===== config.mk =====
export PLATFORM = sky130hd
export DESIGN_NAME = viol_event_logger_flat
export DESIGN_NICKNAME = d
export VERILOG_FILES = /design/src/rtl/viol_event_logger_if.sv /design/src/rtl/viol_event_logger.sv /design/src/flat_wrapper.sv
export SDC_FILE = /design/constraint.sdc
export NUM_CORES = 1
export LEC_CHECK = 0
export CORE_MARGIN = 4
export CORE_UTILIZATION = 45
export CTS_CLUSTER_DIAMETER = 120
export DETAILED_ROUTE_END_ITERATION = 10
export PLACE_DENSITY = 0.69
export SYNTH_ARGS = -nofsm -noshare
export SYNTH_HDL_FRONTEND = slang
export SYNTH_SLANG_ARGS = --single-unit

===== constraint.sdc =====
create_clock -name clk -period 2.8 [get_ports clk]
set_input_delay 0.84 -clock clk [delete_from_list [all_inputs] [get_ports clk]]
set_output_delay 0.84 -clock clk [all_outputs]
set_load 0.01 [all_outputs]

===== src/rtl/viol_event_logger_if.sv =====
// Host read port of the violation-timestamp FIFO: valid/ready pop of the head entry.
// Zero latency: signals only; the logger drives valid/data, the host drives ready.
interface viol_event_logger_if #(
    parameter int TS_W = 16
);
    logic            rd_valid;
    logic            rd_ready;
    logic [TS_W-1:0] rd_ts;

    modport master (output rd_valid, output rd_ts, input rd_ready);
    modport slave  (input rd_valid, input rd_ts, output rd_ready);
endinterface


===== src/rtl/viol_event_logger.sv =====
// Re-checks !(a & c), with c = b delayed one clock; counts passes and violations and logs violation timestamps.
// Stats update on the evaluating edge; the FIFO pops on rd_valid & rd_ready, and a violation that finds it full is dropped.
module viol_event_logger #(
    parameter int CNT_W = 16,
    parameter int TS_W  = 16,
    parameter int DEPTH = 4
) (
    input  logic                 clk,
    input  logic                 rst,
    input  logic                 en,
    input  logic                 a,
    input  logic                 b,
    input  logic                 clr,
    viol_event_logger_if.master  rd,
    output logic [CNT_W-1:0]     viol_cnt,
    output logic [CNT_W-1:0]     pass_cnt,
    output logic                 sticky_fail,
    output logic                 overflow,
    output logic                 c_q
);
    localparam int AW = $clog2(DEPTH);

    logic [TS_W-1:0] ts;
    logic [TS_W-1:0] mem [DEPTH];
    logic [AW:0]     wr_ptr;
    logic [AW:0]     rd_ptr;

    logic viol;
    logic pass;
    logic empty;
    logic full;
    logic pop;
    logic push;

    assign viol  = en & a & c_q;
    assign pass  = en & ~viol;
    assign empty = (wr_ptr == rd_ptr);
    assign full  = (wr_ptr[AW] != rd_ptr[AW]) && (wr_ptr[AW-1:0] == rd_ptr[AW-1:0]);
    assign pop   = ~empty & rd.rd_ready;
    // A pop frees the slot on the same edge, so a full FIFO still accepts a push.
    assign push  = viol & (~full | pop);

    assign rd.rd_valid = ~empty;
    assign rd.rd_ts    = mem[rd_ptr[AW-1:0]];

    // Observation path: never gated by en or clr.
    always_ff @(posedge clk) begin
        if (rst) begin
            c_q <= 1'b0;
            ts  <= '0;
        end else begin
            c_q <= b;
            ts  <= ts + 1'b1;
        end
    end

    always_ff @(posedge clk) begin
        if (rst || clr) begin
            viol_cnt    <= '0;
            pass_cnt    <= '0;
            sticky_fail <= 1'b0;
            overflow    <= 1'b0;
            wr_ptr      <= '0;
            rd_ptr      <= '0;
        end else begin
            if (viol) begin
                sticky_fail <= 1'b1;
                if (viol_cnt != '1)
                    viol_cnt <= viol_cnt + 1'b1;
                if (!push)
                    overflow <= 1'b1;
            end
            if (pass && pass_cnt != '1)
                pass_cnt <= pass_cnt + 1'b1;
            if (push)
                wr_ptr <= wr_ptr + 1'b1;
            if (pop)
                rd_ptr <= rd_ptr + 1'b1;
        end
    end

    // Storage needs no reset: entries are only read between a push and its pop.
    always_ff @(posedge clk) begin
        if (!rst && !clr && push)
            mem[wr_ptr[AW-1:0]] <= ts;
    end
endmodule


===== src/flat_wrapper.sv =====
// flat-port wrapper written by rule: the top's interface ports become plain ports
module viol_event_logger_flat 
#(
    parameter int CNT_W = 16,
    parameter int TS_W  = 16,
    parameter int DEPTH = 4
)
  (clk, rst, en, a, b, clr, viol_cnt, pass_cnt, sticky_fail, overflow, c_q, rd_rd_valid, rd_rd_ts, rd_rd_ready);
  viol_event_logger_if #(.TS_W(TS_W)) rd_i ();
  input  logic clk;
  input  logic rst;
  input  logic en;
  input  logic a;
  input  logic b;
  input  logic clr;
  output logic [CNT_W-1:0] viol_cnt;
  output logic [CNT_W-1:0] pass_cnt;
  output logic sticky_fail;
  output logic overflow;
  output logic c_q;
  output wire logic [$bits(rd_i.rd_valid)-1:0] rd_rd_valid;
  output wire logic [$bits(rd_i.rd_ts)-1:0] rd_rd_ts;
  input wire logic [$bits(rd_i.rd_ready)-1:0] rd_rd_ready;
  assign rd_rd_valid = rd_i.rd_valid;
  assign rd_rd_ts = rd_i.rd_ts;
  assign rd_i.rd_ready = rd_rd_ready;
  viol_event_logger #(.CNT_W(CNT_W), .TS_W(TS_W), .DEPTH(DEPTH)) u_core (.clk(clk), .rst(rst), .en(en), .a(a), .b(b), .clr(clr), .rd(rd_i), .viol_cnt(viol_cnt), .pass_cnt(pass_cnt), .sticky_fail(sticky_fail), .overflow(overflow), .c_q(c_q));
endmodule

==> impl_metrics.env <==
export IMPL_syn2layout_area_growth_pct=29.45
export IMPL_cts_sinks=123
export IMPL_synth_area_per_cell_um2=12.36
export IMPL_wire_per_inst_um=16.63
export IMPL_dp_hpwl_um=6952
export IMPL_drt_iter0_markers=186
export IMPL_dieWidth_um=114.7
export IMPL_critical_path_arrival_ns=1.83
export IMPL_drtPass1Iterations=4
export IMPL_period_needed_ns=2.673
export IMPL_clk_pin_slew_ns=0.05
export IMPL_totalPowerFinal_mw=4.098
export IMPL_fp_dieH_um=114.7
export IMPL_layoutNonFillerInstCount=651
export IMPL_ys_warn_count=0
export IMPL_fin_skew_ns=0.008689
export IMPL_synthCells=415
export IMPL_leakage_nw=2.182
export IMPL_critPathLaunch="u_core.wr_ptr[0]$_SDFFE_PP0N_"
export IMPL_ys_flop_type="edfxtp_1"
export IMPL_die_area_um2=13170
export IMPL_critPathKind="reg2out"
export IMPL_fp_row_count=38
export IMPL_synth_top_cell_by_area="edfxtp_1"
export IMPL_crit_chain="xor2_2, or3_1, clkdlybuf4s50_1"
export IMPL_setup_tns_ns=0
export IMPL_track_usage_pct=17.41
export IMPL_synth_top_cell_area_share_pct=37.48
export IMPL_synthMostInstantiatedCell="edfxtp_1"
export IMPL_boundaryPins=59
export IMPL_start_kind="flip-flop"
export IMPL_clockBufferDepth=2
export IMPL_hold_path_class="reg2reg"
export IMPL_antenna_found_initial=0
export IMPL_layout_drive_gt1_share_pct=14.87
export IMPL_crit_buf_inv=1
export IMPL_status="completed"
export IMPL_vias=3664
export IMPL_holdWs_ns=0.4772
export IMPL_synth_seq_cells=123
export IMPL_wl_um=10820
export IMPL_clock_root_buffer="clkbuf_16"
export IMPL_pre_cts_slack_ns=-0.1489
export IMPL_final_core_util_pct=60.44
export IMPL_grt_pass1_wl_um=17910
export IMPL_gp_congestion=0.8322
export IMPL_place_area_um2=6053
export IMPL_met3_usage_pct=5.789
export IMPL_grt_ovfl_total=0
export IMPL_synthArstFlopShare_pct=0
export IMPL_ant_nets=0
export IMPL_htree_num_levels=4
export IMPL_gr_usage_met1_pct=21.49
export IMPL_numPortBuffers=58
export IMPL_cts_buffers=17
export IMPL_drc_errors=0
export IMPL_grt_max_degree=22
export IMPL_setup_viol=0
export IMPL_hp_start="u_core.overflow$_SDFFE_PP0P_"
export IMPL_vdd_drop_max_uv=421.4
export IMPL_pwr_density_cell_nw_per_um2=617.4
export IMPL_crit_family="buffers and inverters"
export IMPL_rsz0062_at_grt="no"
export IMPL_slowest_delay_ns=0.48
export IMPL_grt_busiest_layer="met2"
export IMPL_worst_slew_pin_slew_ns=0.8316
export IMPL_cp_required_ns=1.96
export IMPL_tritoncts="built"
export IMPL_placed_cells=619
export IMPL_synth_edf_count=64
export IMPL_critPathCaptureType="output pin"
export IMPL_final_area_um2=6638
export IMPL_fin_ws_ns=0.1273
export IMPL_grt_met2_usage_pct=29.03
export IMPL_maxCapViolations=0
export IMPL_synth_area_leaders="edfxtp_1 37%, dfxtp_1 23%, mux4_2 7.0%"
export IMPL_via_per_inst=5.628
export IMPL_nNetsFinal=513
export IMPL_start_util_pct=46.68
export IMPL_r2r_start="u_core.ts[8]$_SDFF_PP0_"
export IMPL_grt_pass1_vias=3654
export IMPL_yosysSeqAreaShare_pct=60.52
export IMPL_fin_crit_sh_pct=95.46
export IMPL_max_slew_margin_pct=44.05
export IMPL_path_max_fanout=5
export IMPL_antenna_cells=0
export IMPL_coreArea_um2=10980
export IMPL_yosysUniqueCellTypes=42
export IMPL_fmax_mhz=374.1
export IMPL_worst_skew_pair_late_latency_ns=0.40
export IMPL_drv_slew=0
export IMPL_syn_area_um2=5127
export IMPL_synth_commonest_cells="64 x edfxtp_1, 59 x dfxtp_1, 32 x nor2_1"
export IMPL_synthesis_nets=430
export IMPL_hold_viol_final=0
export IMPL_cp_slowest_cell="clkdlybuf4s50_1"
-- cells by family (layout without fill, tap and decap cells) --
family          Yosys count  in the layout  share of synthesized area, %
fa+ha+maj                 8              8                         1.952
flops                   123            123                         60.52
buf+inv                  24            120                         1.806
mux                      21             21                         8.028
compound gates           69             69                         8.712
xor+xnor                 20             20                         3.416
simple gates            150            150                         15.57
-- cell usage in the layout, fill, tap and decap left out, drive strengths merged, types with 14 or more instances in the layout --
master / n
edfxtp: 64
dfxtp: 59
clkdlybuf4s50: 42
nor2: 32
nand2: 26
a21oi: 26
clkbuf: 26
buf: 22
or4: 18
mux4: 16
dlygate4sd2: 16
nand3: 15
nand4: 14
-- final timing paths --
| kind | to | slack, ns | depth (start not counted) |
|---|---|---|---|
| setup reg to reg | u_core.ts[13]$_SDFF_PP0_ | 0.79 | 4 |
| setup / recovery | rd_rd_valid | 0.13 | 3 |
| hold / removal | u_core.overflow$_SDFFE_PP0P_ | 0.48 | 2 |
| hold reg to reg | u_core.overflow$_SDFFE_PP0P_ | 0.48 | 2 |
-- registers in the layout (all words and copies together), names as in the netlist, named ones only --
register and flops:
u_core.pass_cnt 16, u_core.c_q 1, u_core.mem 64, u_core.sticky_fail 1
u_core.wr_ptr 3, u_core.ts 16, u_core.rd_ptr 3, u_core.viol_cnt 16
u_core.overflow 1
-- metal layers --
layer	routed length [um]	part of all wire, %	vias to the layer above
met4	94	0.87	0
li1	-	-	1781
met1	4850	45	1777
met2	5362	50	98
met5	0	0	-
met3	516	4.8	8
-- area by class of cell --
cell class	instances	area [um2]
clock buffer	26	531.8
clock inverter	6	56.30
fill	883	4345
inverter	8	30.03
multi-input combinational	268	1952
sequential	123	3104
tap	140	175.2
timing repair buffer	80	788.3
-- power by group --
group | total [mW] | internal [mW] | switching (mW)
Sequential | 1.90 | 1.89 | 0.0104
Combinational | 0.0768 | 0.0369 | 0.0400
Clock | 2.12 | 1.39 | 0.727
Total | 4.10 | 3.32 | 0.777
-- worst min-delay path: cells and delay by family, from the launching register on --
family           cells  cell delay [ns]
flip-flops           1             0.33
AO/OA/AOI/OAI        1             0.04
AND/OR/NAND/NOR      1             0.07
-- repair_timing --
item | in CTS | in global routing
resized for setup | 16 | 3
buffers inserted | 0 | 0
setup endpoints to repair | 16 | 1
cloned | 0 | 0
pin swaps | 0 | 0
hold buffers | 0 | 0
Note: power is estimated with default switching activity, not from simulation.
